**src/rtl/memaddr_seq.sv**
```systemverilog
// Memory address sequencer: grants data/prefetch references, steers the MA mux,
// splits longword-crossing data references and guards wait states with a watchdog.
module memaddr_seq #(
  parameter int TMO_CYCLES = 255,
  parameter int IB_STARVE  = 4
) (
  input  logic       b_clk_l,
  input  logic       reset_h,
  input  logic       dreq_h,
  input  logic       dcross_h,
  input  logic       ireq_h,
  input  logic       mem_done_h,
  input  logic       page_boundary_h,
  output logic [1:0] ma_select_h,
  output logic       latch_ma_l,
  output logic       ena_pc_l,
  output logic       ena_va_save_l,
  output logic       ddone_h,
  output logic       idone_h,
  output logic       xpage_h,
  output logic       tmo_h,
  output logic       busy_h
);

  typedef enum logic [2:0] {
    IDLE, D_ADDR, D_WAIT, X_ADDR, X_WAIT, I_ADDR, I_WAIT
  } state_e;

  localparam logic [2:0] STARVE_MAX = 3'(IB_STARVE);
  localparam logic [7:0] TMO_LIM    = 8'(TMO_CYCLES);

  state_e     state_q, state_d;
  logic [2:0] starve_q, starve_d;
  logic       cross_q, cross_d;
  logic [7:0] wdog_q, wdog_d;
  logic [1:0] sel_q, sel_d;
  logic       latch_q, latch_d;
  logic       pc_q, pc_d;
  logic       vas_q, vas_d;
  logic       ddone_q, ddone_d;
  logic       idone_q, idone_d;
  logic       xpage_q, xpage_d;
  logic       tmo_q, tmo_d;
  logic       busy_q, busy_d;

  logic       d_grant;
  logic       expire;
  logic [7:0] wdog_inc;

  always_comb begin
    state_d  = state_q;
    starve_d = starve_q;
    cross_d  = cross_q;
    wdog_d   = wdog_q;
    ddone_d  = 1'b0;
    idone_d  = 1'b0;
    xpage_d  = 1'b0;
    tmo_d    = 1'b0;
    pc_d     = 1'b1;
    d_grant  = dreq_h &&
               !(ireq_h && starve_q == STARVE_MAX);
    wdog_inc = wdog_q + 8'd1;
    expire   = (wdog_inc == TMO_LIM);

    unique case (state_q)
      IDLE: begin
        if (d_grant) begin
          state_d = D_ADDR;
          cross_d = dcross_h;
          if (ireq_h && starve_q != STARVE_MAX)
            starve_d = starve_q + 3'd1;
        end else if (ireq_h) begin
          state_d  = I_ADDR;
          starve_d = 3'd0;
        end
      end
      D_ADDR: begin
        state_d = D_WAIT;
        wdog_d  = 8'd0;
      end
      X_ADDR: begin
        state_d = X_WAIT;
        wdog_d  = 8'd0;
      end
      I_ADDR: begin
        state_d = I_WAIT;
        wdog_d  = 8'd0;
      end
      D_WAIT: begin
        if (mem_done_h) begin
          if (!cross_q) begin
            state_d = IDLE;
            ddone_d = 1'b1;
          end else if (page_boundary_h) begin
            state_d = IDLE;
            xpage_d = 1'b1;
          end else begin
            state_d = X_ADDR;
          end
        end else if (expire) begin
          state_d = IDLE;
          tmo_d   = 1'b1;
        end else begin
          wdog_d = wdog_inc;
        end
      end
      X_WAIT: begin
        if (mem_done_h) begin
          state_d = IDLE;
          ddone_d = 1'b1;
        end else if (expire) begin
          state_d = IDLE;
          tmo_d   = 1'b1;
        end else begin
          wdog_d = wdog_inc;
        end
      end
      I_WAIT: begin
        if (mem_done_h) begin
          state_d = IDLE;
          idone_d = 1'b1;
          pc_d    = 1'b0;
        end else if (expire) begin
          state_d = IDLE;
          tmo_d   = 1'b1;
        end else begin
          wdog_d = wdog_inc;
        end
      end
      default: state_d = IDLE;
    endcase

    if (!ireq_h)
      starve_d = 3'd0;

    // Address-phase outputs follow the state being entered.
    sel_d   = 2'b11;
    latch_d = 1'b1;
    vas_d   = 1'b1;
    unique case (1'b1)
      (state_d == D_ADDR): begin
        sel_d   = 2'b00;
        latch_d = 1'b0;
        vas_d   = 1'b0;
      end
      (state_d == I_ADDR): begin
        sel_d   = 2'b01;
        latch_d = 1'b0;
      end
      (state_d == X_ADDR): begin
        sel_d   = 2'b10;
        latch_d = 1'b0;
      end
      default: ;
    endcase
    busy_d = (state_d != IDLE);
  end

  always_ff @(posedge b_clk_l) begin
    if (reset_h) begin
      state_q  <= IDLE;
      starve_q <= 3'd0;
      cross_q  <= 1'b0;
      wdog_q   <= 8'd0;
      sel_q    <= 2'b11;
      latch_q  <= 1'b1;
      pc_q     <= 1'b1;
      vas_q    <= 1'b1;
      ddone_q  <= 1'b0;
      idone_q  <= 1'b0;
      xpage_q  <= 1'b0;
      tmo_q    <= 1'b0;
      busy_q   <= 1'b0;
    end else begin
      state_q  <= state_d;
      starve_q <= starve_d;
      cross_q  <= cross_d;
      wdog_q   <= wdog_d;
      sel_q    <= sel_d;
      latch_q  <= latch_d;
      pc_q     <= pc_d;
      vas_q    <= vas_d;
      ddone_q  <= ddone_d;
      idone_q  <= idone_d;
      xpage_q  <= xpage_d;
      tmo_q    <= tmo_d;
      busy_q   <= busy_d;
    end
  end

  assign ma_select_h   = sel_q;
  assign latch_ma_l    = latch_q;
  assign ena_pc_l      = pc_q;
  assign ena_va_save_l = vas_q;
  assign ddone_h       = ddone_q;
  assign idone_h       = idone_q;
  assign xpage_h       = xpage_q;
  assign tmo_h         = tmo_q;
  assign busy_h        = busy_q;

endmodule

```
**config.mk**
```make
export PLATFORM = sky130hd
export DESIGN_NAME = memaddr_seq
export DESIGN_NICKNAME = d
export VERILOG_FILES = /design/src/rtl/memaddr_seq.sv
export SDC_FILE = /design/constraint.sdc
export NUM_CORES = 1
export LEC_CHECK = 0
export BUFFER_PORTS_ARGS = -buffer_cell sky130_fd_sc_hd__buf_2
export CAP_MARGIN = 20
export CELL_PAD_IN_SITES_DETAIL_PLACEMENT = 1
export CELL_PAD_IN_SITES_GLOBAL_PLACEMENT = 2
export CORE_UTILIZATION = 38
export CTS_BUF_LIST = sky130_fd_sc_hd__clkbuf_8
export DETAILED_ROUTE_END_ITERATION = 10
export HOLD_SLACK_MARGIN = 0.03
export PLACE_DENSITY_LB_ADDON = 0.1
export REMOVE_ABC_BUFFERS = 1
export SLEW_MARGIN = 15
export SYNTH_ARGS = -nofsm -noshare
export SYNTH_HDL_FRONTEND = slang
export SYNTH_SLANG_ARGS = --single-unit
```
**constraint.sdc**
```tcl
create_clock -name b_clk_l -period 4.4 [get_ports b_clk_l]
set_input_delay 0.22 -clock b_clk_l [delete_from_list [all_inputs] [get_ports b_clk_l]]
set_output_delay 0.22 -clock b_clk_l [all_outputs]
set_load 0.05 [all_outputs]
```
==> results.md, run 1 <==
- Status: complete, no violations
- Max-slew headroom: 52.6%
- Synth warn: 0
- Type of origin of the critical path: register
- Final Net Count: 168
- Cell count after synthesis: 140
- Leakage: 0.499 nW
- Area of the multi-input gates: 656 sq um
- Antenna violations before repair: 0
- Synthesized area: 1210 sq um
- Post-synthesis sequential area ratio: 41.4%
- RSZ-0062 raised after global routing: no
- Post-synthesis average cell area: 8.63 sq um
- Final Cycle Share: 48.7%
- CP arrival: 2.34 ns
- First-pass GRT wire length: 4910 microns
- Peak VDD IR: 0.000129 V
- Clock Skew: 0.00405 ns
- Drt pass-1 iters: 4
- Worst EP required: 4.60 ns
- CTS max path bufs: 2
- Post-synthesis async set-or-reset flop share: 0%
- Met3 usage: 2.86%
- Initial cell density of the core: 39.9%
- Fmax: 0.467 GHz
- Total gr overflow: 0
- Met1 Use GR: 23.0%
- CTS H-tree lvls: 1
- Placed Cells: 196
- Largest net degree at the start of global routing: 16
- CTS clk-pin slew, worst paths: 0.09 ns
- WL final: 2880 microns
- Critical path peak fanout: 7
- DRC: 0
- Setup TNS: 0 ns
- Final Hold Vio Count: 0
- IO Port Bufs: 16
- Die W: 58.4 microns
- Area grow syn2layout: 13.7%
- Worst Hold Class: input pin to register
- Root buffer cell: clkbuf_8
- Distinct cells, synth: 38
- Cell Count, Final, Fillers Out: 200
- Tot GR Track Use: 19.0%
- Total power draw: 0.484 mW
- Power per Cell Area: 352 nW/um^2
- Max Slew Vio Count: 0
- Final worst setup slack: 2.26 ns
- EDFF count, synth: 0
- GR peak layer: met2
- Diode count: 0
- CTS Hold Buffers Added: 0
- Clock network latency to the later pin of the worst-skew pair: 0.27 ns
- Nature of the critical path endpoint: register
- Placed Instance Area: 1330 sq um
- Met2 Resource Use GR: 31.7%
- # IOs: 17
- Max cap viols: 0
- Top FF cell, synth: dfxtp_1
- CTS tree: done
- Fin crit period: 2.14 ns
- Routability Congestion: 0.824
- DP HPWL: 2140 microns
- Initial DRC count: 49
- Slew @ Worst Pin: 0.705 ns
- Total die area: 3410 sq um
- Synth Register Bits: 25
- Final ANT Viol Nets: 0
- Vert. Die Dim: 58.4 microns
- Post-cts resize count: 0
- Via count of the first global-routing pass: 1092
- Pre-CTS setup slack: 2.27 ns
- Site Rows: 20
- Post-CTS setup buffers: 0
- Fin util: 45.4%
- Setup violators final: 0
- Reg area: 500 sq um
- Fill count: 382
- Yosys top cell by area: dfxtp_1
- WL per Instance: 14.4 microns
- CTS buffer count: 3
- Top cells by area, synth: dfxtp_1, ha_1, nor2_1, nor3_1, a31oi_1
- Critical path class: register to register
- Core ar.: 3030 sq um
- Ratio of cells with drive above 1 in the final layout: 17.3%
- Synth top area share: 41.4%
- Vias per inst: 5.50
- Final Cell Area: 1370 sq um
- Vias: 1100
- Hold slack final: 0.180 ns
- CTS sink count: 25
[routing by layer]
layer	share of wire (%)	vias up
met5	0	-
met4	2.4	0
met3	2.4	9
met2	47	19
met1	48	520
li1	-	552
[synth_stat cells (all sizes together) (3+ instances only)]
library cell	count
a21oi	5
a311oi	5
a31oi	7
clkbuf	4
dfxtp	25
ha	4
inv	10
nand2	9
nand3	9
nor2	13
nor3	9
o211ai	3
o21ai	7
[placed cells by master, fill, tap and decap left out, types with 5 or more instances in the layout]
| master | count |
|---|---|
| dfxtp_1 | 25 |
| buf_2 | 16 |
| nor2_1 | 13 |
| inv_1 | 11 |
| nor3_1 | 9 |
| nand2_1 | 9 |
| nand3_1 | 8 |
| a31oi_1 | 7 |
| o21ai_0 | 6 |
| a21oi_1 | 5 |
[cell families after synthesis]
| kind of cell | Yosys count | share of synthesized area, % |
|---|---|---|
| mux | 2 | 1.76 |
| fa+ha+maj | 4 | 4.14 |
| simple gates | 58 | 25.6 |
| compound gates | 37 | 22.8 |
| flops | 25 | 41.4 |
| buf+inv | 14 | 4.35 |
[power breakdown]
group | internal [mW] | total [mW] | switching (mW) | leakage, nW
Combinational | 0.0291 | 0.0982 | 0.0691 | 0.269
Clock | 0.0625 | 0.135 | 0.0727 | 0.0269
Sequential | 0.239 | 0.251 | 0.0118 | 0.204
Total | 0.330 | 0.484 | 0.154 | 0.499
[registers in the layout, summed over array words and instances (netlist names)]
name and count:
starve_q 3, busy_h 1, tmo_h 1, ma_select_h 2, xpage_h 1, state_q 3
ena_va_save_l 1, latch_ma_l 1, ddone_h 1, cross_q 1, wdog_q 8, idone_h 1
ena_pc_l 1
[path summary, 6_finish.rpt]
kind | startpoint | endpoint | slack, ns | depth (start not counted)
max reg2reg | wdog_q[0] | busy_h | 2.26 | 7
max | wdog_q[0] | busy_h | 2.26 | 7
min reg2reg | starve_q[2] | starve_q[2] | 0.53 | 2
min | dcross_h | cross_q | 0.18 | 3
[final cells by class]
type	count	area share, %
inverter	10	2.73
clock inverter	1	0.273
tap	44	4.01
timing repair buffer	16	5.83
clock buffer	3	3.01
multi-input combinational	101	47.7
sequential	25	36.4
[critical path, cell delays in order, from the launching register on]
cell and delay, ns:
dfxtp_1 0.41, inv_1 0.09, ha_1 0.21, and4_1 0.20
o211a_1 0.14, o2bb2ai_1 0.56, a31oi_1 0.27, a31oi_1 0.20
Note: power is estimated with default switching activity, not from simulation.
==> run 2, diff against run 1 <==
CORE_UTILIZATION = 32   (was 38)
clock period = 1.74 ns   (was 4.4 ns; I/O delays follow)
==> results.md, run 2 (synthesized netlist as in run 1, its figures left out) <==
- Type of origin of the critical path: register
- Fmax: 0.543 GHz (+16%)
- WL final: 3690 microns (+28%)
- Max reg flops: 8 (unchanged)
- Most frequent cells in the layout: buf_4, dfxtp_1, buf_2, nor2_1
- Worst Hold Class: input pin to register
- Final Net Count: 199 (+18%)
- Nature of the critical path endpoint: register
- Leading cell type in the layout, fill and taps excluded: buf_4
- CTS tree: done
- Site Rows: 21 (+5.0%)
- Root buffer cell: clkbuf_8
- Failing checks: setup timing
- IO Port Bufs: 16 (unchanged)
- Clock network latency to the later pin of the worst-skew pair: 0.27 ns (about the same)
- Antenna violations before repair: 0 (unchanged)
- RSZ-0062 raised after global routing: yes
- Placed Cells: 225 (+15%)
- Max cap viols: 0 (unchanged)
- Total die area: 4030 sq um (+18%)
- Max Slew Vio Count: 0 (unchanged)
- CTS H-tree lvls: 1 (unchanged)
- Total gr overflow: 0 (unchanged)
- Leakage: 0.666 nW (+33%)
- Ratio of cells with drive above 1 in the final layout: 43.9% (+27 points)
- CTS buffer count: 3 (unchanged)
- First-pass GRT wire length: 6440 microns (+31%)
- Final Cycle Share: 106% (+57 points)
- Die W: 63.5 microns (+8.7%)
- DP HPWL: 2710 microns (+26%)
- Routability Congestion: 0.815 (-1.1%)
- Setup violators final: 12 (+12)
- Biggest register: wdog_q
- Worst reg2reg path depth: 9 (+2)
- Critical path class: register to register
- Largest regs: wdog_q x8, starve_q x3, state_q x3
- Drt pass-1 iters: 3 (-1)
- Area grow syn2layout: 46.6%
- Initial cell density of the core: 34.8% (-5.1 points)
- Power per Cell Area: 759 nW/um^2 (+120%)
- WL per Instance: 15.8 microns (+10%)
- Fin crit period: 1.84 ns (-0.299 ns)
- CTS max path bufs: 2 (unchanged)
- Slew @ Worst Pin: 0.460 ns (-0.245 ns)
- Cell Count, Final, Fillers Out: 233 (+17%)
- Diode count: 0 (unchanged)
- Largest net degree at the start of global routing: 16 (unchanged)
- Worst EP required: 1.91 ns (-2.69 ns)
- Peak VDD IR: 0.000342 V (+160%)
- Critical path peak fanout: 5 (-2)
- Fin util: 51.1% (+5.7 points)
- Final ANT Viol Nets: 0 (unchanged)
- CTS clk-pin slew, worst paths: 0.10 ns (about the same)
- CP arrival: 2.01 ns (-0.33 ns)
- Via count of the first global-routing pass: 1390 (+27%)
- Max-slew headroom: 69.1% (+16 points)
- Vias per inst: 5.28 (-3.9%)
- Final worst setup slack: -0.103 ns (-2.36 ns)
- DRC: 0 (unchanged)
- Final Hold Vio Count: 0 (unchanged)
- Vert. Die Dim: 63.5 microns (+8.7%)
- CTS sink count: 25 (unchanged)
- Hold slack final: 0.0647 ns (-0.115 ns)
- WHS Path Cells: 3 (unchanged)
- Tot GR Track Use: 20.5% (+1.5 points)
- Status: finished with violations
- # IOs: 17 (unchanged)
- Core ar.: 3470 sq um (+15%)
- Vias: 1231 (+12%)
- Clock Skew: 0.00882 ns (+0.00477 ns)
- Initial DRC count: 38 (-22%)
- Pre-CTS setup slack: -0.269 ns (-2.54 ns)
-- run 2: cell count changes in the layout (fill, tap and decap cells not counted), sizes merged --
| cell | previous run | this run |
|---|---|---|
| clkinvlp | 0 | 1 |
| inv | 11 | 10 |
| buf | 16 | 47 |
-- run 2: through the flow --
stage / setup TNS (ns) / instance area (sq um) / power (mW)
3_3_place_gp: -1.09 / 1530 / 0.950
2_1_floorplan: -0.579 / 1190 / 0.824
5_1_grt: -2.26 / 1770 / 1.42
3_5_place_dp: -2.64 / 1530 / 0.957
6_report: -0.647 / 1770 / 1.34
4_1_cts: -0.295 / 1710 / 1.34
-- run 2: layout make-up --
class	count	area (sq um)
Fill cell	421	1700
Multi-Input combinational cell	101	788
Sequential cell	25	508
Timing Repair Buffer	47	332
Tap cell	46	57.6
Clock buffer	3	41.3
Inverter	10	37.5
Clock inverter	1	7.51
-- run 2: routing by layer --
metal | share of wire [%] | wire length, microns | up-vias | track usage [%]
li1 | - | - | 618 | -
met1 | 42 | 1540 | 593 | 23.2
met2 | 55 | 2020 | 14 | 39.0
met3 | 1.7 | 62 | 6 | 3.08
met4 | 1.7 | 63 | 0 | 5.40
met5 | 0 | 0 | - | 0
-- run 2: power breakdown --
group          switching (mW)  total [mW]  internal, mW
Clock                   0.190       0.352         0.162
Combinational           0.219       0.362         0.143
Sequential             0.0262       0.631         0.605
Total                   0.434        1.34         0.910
-- run 2: worst max-delay path, stage by stage, from the launching register on --
cell	delay, ns
dfxtp_2	0.34
inv_2	0.07
ha_4	0.13
nand4_1	0.15
nor4_4	0.30
buf_4	0.17
o2bb2a_4	0.17
o21ai_4	0.06
buf_6	0.13
a311oi_2	0.22
-- run 2: final timing paths --
kind / endpoint / slack [ns] / start
worst max-delay path: wdog_q[6] / -0.10 / wdog_q[0]
worst min register to register: xpage_h / 0.52 / cross_q
worst min-delay path: cross_q / 0.06 / dcross_h
worst max register to register: wdog_q[6] / -0.10 / wdog_q[0]
-- run 2: repair_timing --
item,CTS,global route
setup endpoints to repair,15,16
hold buffers,0,0
pin swaps,18,7
setup buffers,3,2
resized for setup,24,12
==> run 3, diff against run 2 <==
CORE_UTILIZATION = 30   (was 32)
==> results.md, run 3 (synthesized netlist as in run 1, its figures left out) <==
- Status: finished with violations
- Failing checks: setup timing
- CTS max path bufs: 2 (unchanged)
- Total gr overflow: 0 (unchanged)
- Fmax: 0.530 GHz (-2.3%)
- CP arrival: 2.09 ns (+0.08 ns)
- CTS H-tree lvls: 1 (unchanged)
- Ratio of cells with drive above 1 in the final layout: 40.1% (-3.7 points)
- Seq pwr share: 47.4% (+0.4 points)
- Via count of the first global-routing pass: 1236 (-11%)
- Initial DRC count: 46 (+21%)
- Diode count: 0 (unchanged)
- Nature of the critical path endpoint: register
- Clock network latency to the later pin of the worst-skew pair: 0.28 ns (about the same)
- Die W: 65.5 microns (+3.2%)
- Critical path class: register to register
- Max cap viols: 0 (unchanged)
- Power Internal: 0.886 mW (-2.7%)
- Largest net degree at the start of global routing: 16 (unchanged)
- Worst Hold Class: input pin to register
- CTS clk-pin slew, worst paths: 0.10 ns (about the same)
- Clock Skew: 0.00215 ns (-0.00667 ns)
- Sw Ratio: 33.5% (+1.2 points)
- # IOs: 17 (unchanged)
- Max Slew Vio Count: 0 (unchanged)
- Final ANT Viol Nets: 0 (unchanged)
- WL final: 3710 microns (+0.38%)
- CP top delay family: simple AND/OR/NAND/NOR gates
- Fill count: 462 (+9.7%)
- Core ar.: 3770 sq um (+8.7%)
- Tot GR Track Use: 18.7% (-1.8 points)
- Crit-path max cell delay: 0.50 ns (+0.16 ns)
- RSZ-0062 raised after global routing: yes
- Vias: 1212 (-1.5%)
- Fin crit period: 1.89 ns (+0.0425 ns)
- Hold slack final: 0.0330 ns (-0.0317 ns)
- Final Hold Vio Count: 0 (unchanged)
- Vert. Die Dim: 65.5 microns (+3.2%)
- Clock power share: 28.2% (+2.1 points)
- Critical path peak fanout: 6 (+1)
- CTS tree: done
- Crit path cell chain: inv_2 > ha_4 > and4_1 > o211a_1 > o2bb2a_4 > or4_4 > a31oi_1
- Routability Congestion: 0.792 (-2.9%)
- IO Port Bufs: 16 (unchanged)
- Slowest library cell on the worst path: or4_4
- Max reg flops: 8 (unchanged)
- Final Cycle Share: 108% (+2.4 points)
- Root buffer cell: clkbuf_8
- DRC: 0 (unchanged)
- Leakage: 0.663 nW (-0.48%)
- Drt pass-1 iters: 4 (+1)
- Max-slew headroom: 74.6% (+5.5 points)
- Logic pwr share: 24.5% (-2.4 points)
- Switch Pwr: 0.446 mW (+2.8%)
- Most frequent cells in the layout: buf_4, dfxtp_1, buf_2, nor2_1, inv_1
- Biggest register: wdog_q
- Largest regs: wdog_q x8, starve_q x3, state_q x3
- Crit path buf inv count: 1 (-2)
- Worst EP required: 1.95 ns (+0.04 ns)
- Area grow syn2layout: 43.5%
- Final Net Count: 199 (unchanged)
- Total die area: 4290 sq um (+6.5%)
- Antenna violations before repair: 0 (unchanged)
- Initial cell density of the core: 32.1% (-2.8 points)
- CTS buffer count: 3 (unchanged)
- First-pass GRT wire length: 5940 microns (-7.7%)
- Setup violators final: 6 (-6)
- WL per Instance: 15.8 microns (-0.48%)
- Final worst setup slack: -0.146 ns (-0.0425 ns)
- Total power draw: 1.33 mW (-0.93%)
- Power per Cell Area: 768 nW/um^2 (+1.2%)
- CTS Hold Buffers Added: 0 (unchanged)
- Peak VDD IR: 0.000466 V (+36%)
- CTS sink count: 25 (unchanged)
- Slew @ Worst Pin: 0.378 ns (-0.0822 ns)
- Leading cell type in the layout, fill and taps excluded: buf_4
- DP HPWL: 2690 microns (-0.68%)
- Type of origin of the critical path: register
- Vias per inst: 5.16 (-2.4%)
- Site Rows: 22 (+4.8%)
## run 3: tightest hold or removal path: cells and delay by family
family	cells	cell delay [ns]
buf+inv	1	0.07
mux	1	0.05
simple gates	1	0.07
## run 3: worst paths after layout
check,start,end,slack (ns),cells past startpoint
setup / recovery,wdog_q[0],wdog_q[3],-0.15,7
hold reg to reg,cross_q,xpage_h,0.56,2
hold / removal,dcross_h,cross_q,0.03,3
setup reg to reg,wdog_q[0],wdog_q[3],-0.15,7
## run 3: cell type report
type | instances | area, sq um | share of cell area (%)
clock buffer | 3 | 41.3 | 2.38
multi-input combinational | 101 | 768 | 44.3
sequential | 25 | 507 | 29.2
clock inverter | 1 | 7.51 | 0.433
inverter | 10 | 37.5 | 2.16
timing repair buffer | 47 | 313 | 18.0
tap | 48 | 60.1 | 3.46
## run 3: what timing repair did
item | in CTS | in global routing
setup endpoints to repair | 14 | 17
hold endpoints to repair | 0 | 0
buffers inserted | 4 | 2
pin swaps | 12 | 9
resized for setup | 14 | 12
## run 3: metrics by stage
stage	std cells	util, %	cell area, sq um	worst slack [ns]	setup TNS (ns)
after detailed placement	225	40.3	1520	-0.215	-1.84
after CTS	233	43.9	1650	-0.143	-0.630
final	235	46.0	1730	-0.146	-0.418
after global placement	225	40.3	1520	-0.132	-0.760
after floorplan	136	-	1190	-0.157	-0.579
after global routing	235	46.0	1730	-0.201	-1.34
## run 3: power groups by stage
stage               Combinational (mW)  Sequential [mW]  Clock, mW
global placement                 0.288            0.641          0
finish                           0.326            0.631      0.375
global route                     0.353            0.636      0.418
detailed placement               0.293            0.642          0
floorplan                        0.119            0.704          0
CTS                              0.309            0.629      0.387
## run 3: metal layers
metal / track usage (%) / part of all wire, %
met2: 33.5 / 51
met4: 4.89 / 1.0
met3: 4.17 / 2.3
met5: 0 / 0
met1: 22.2 / 46
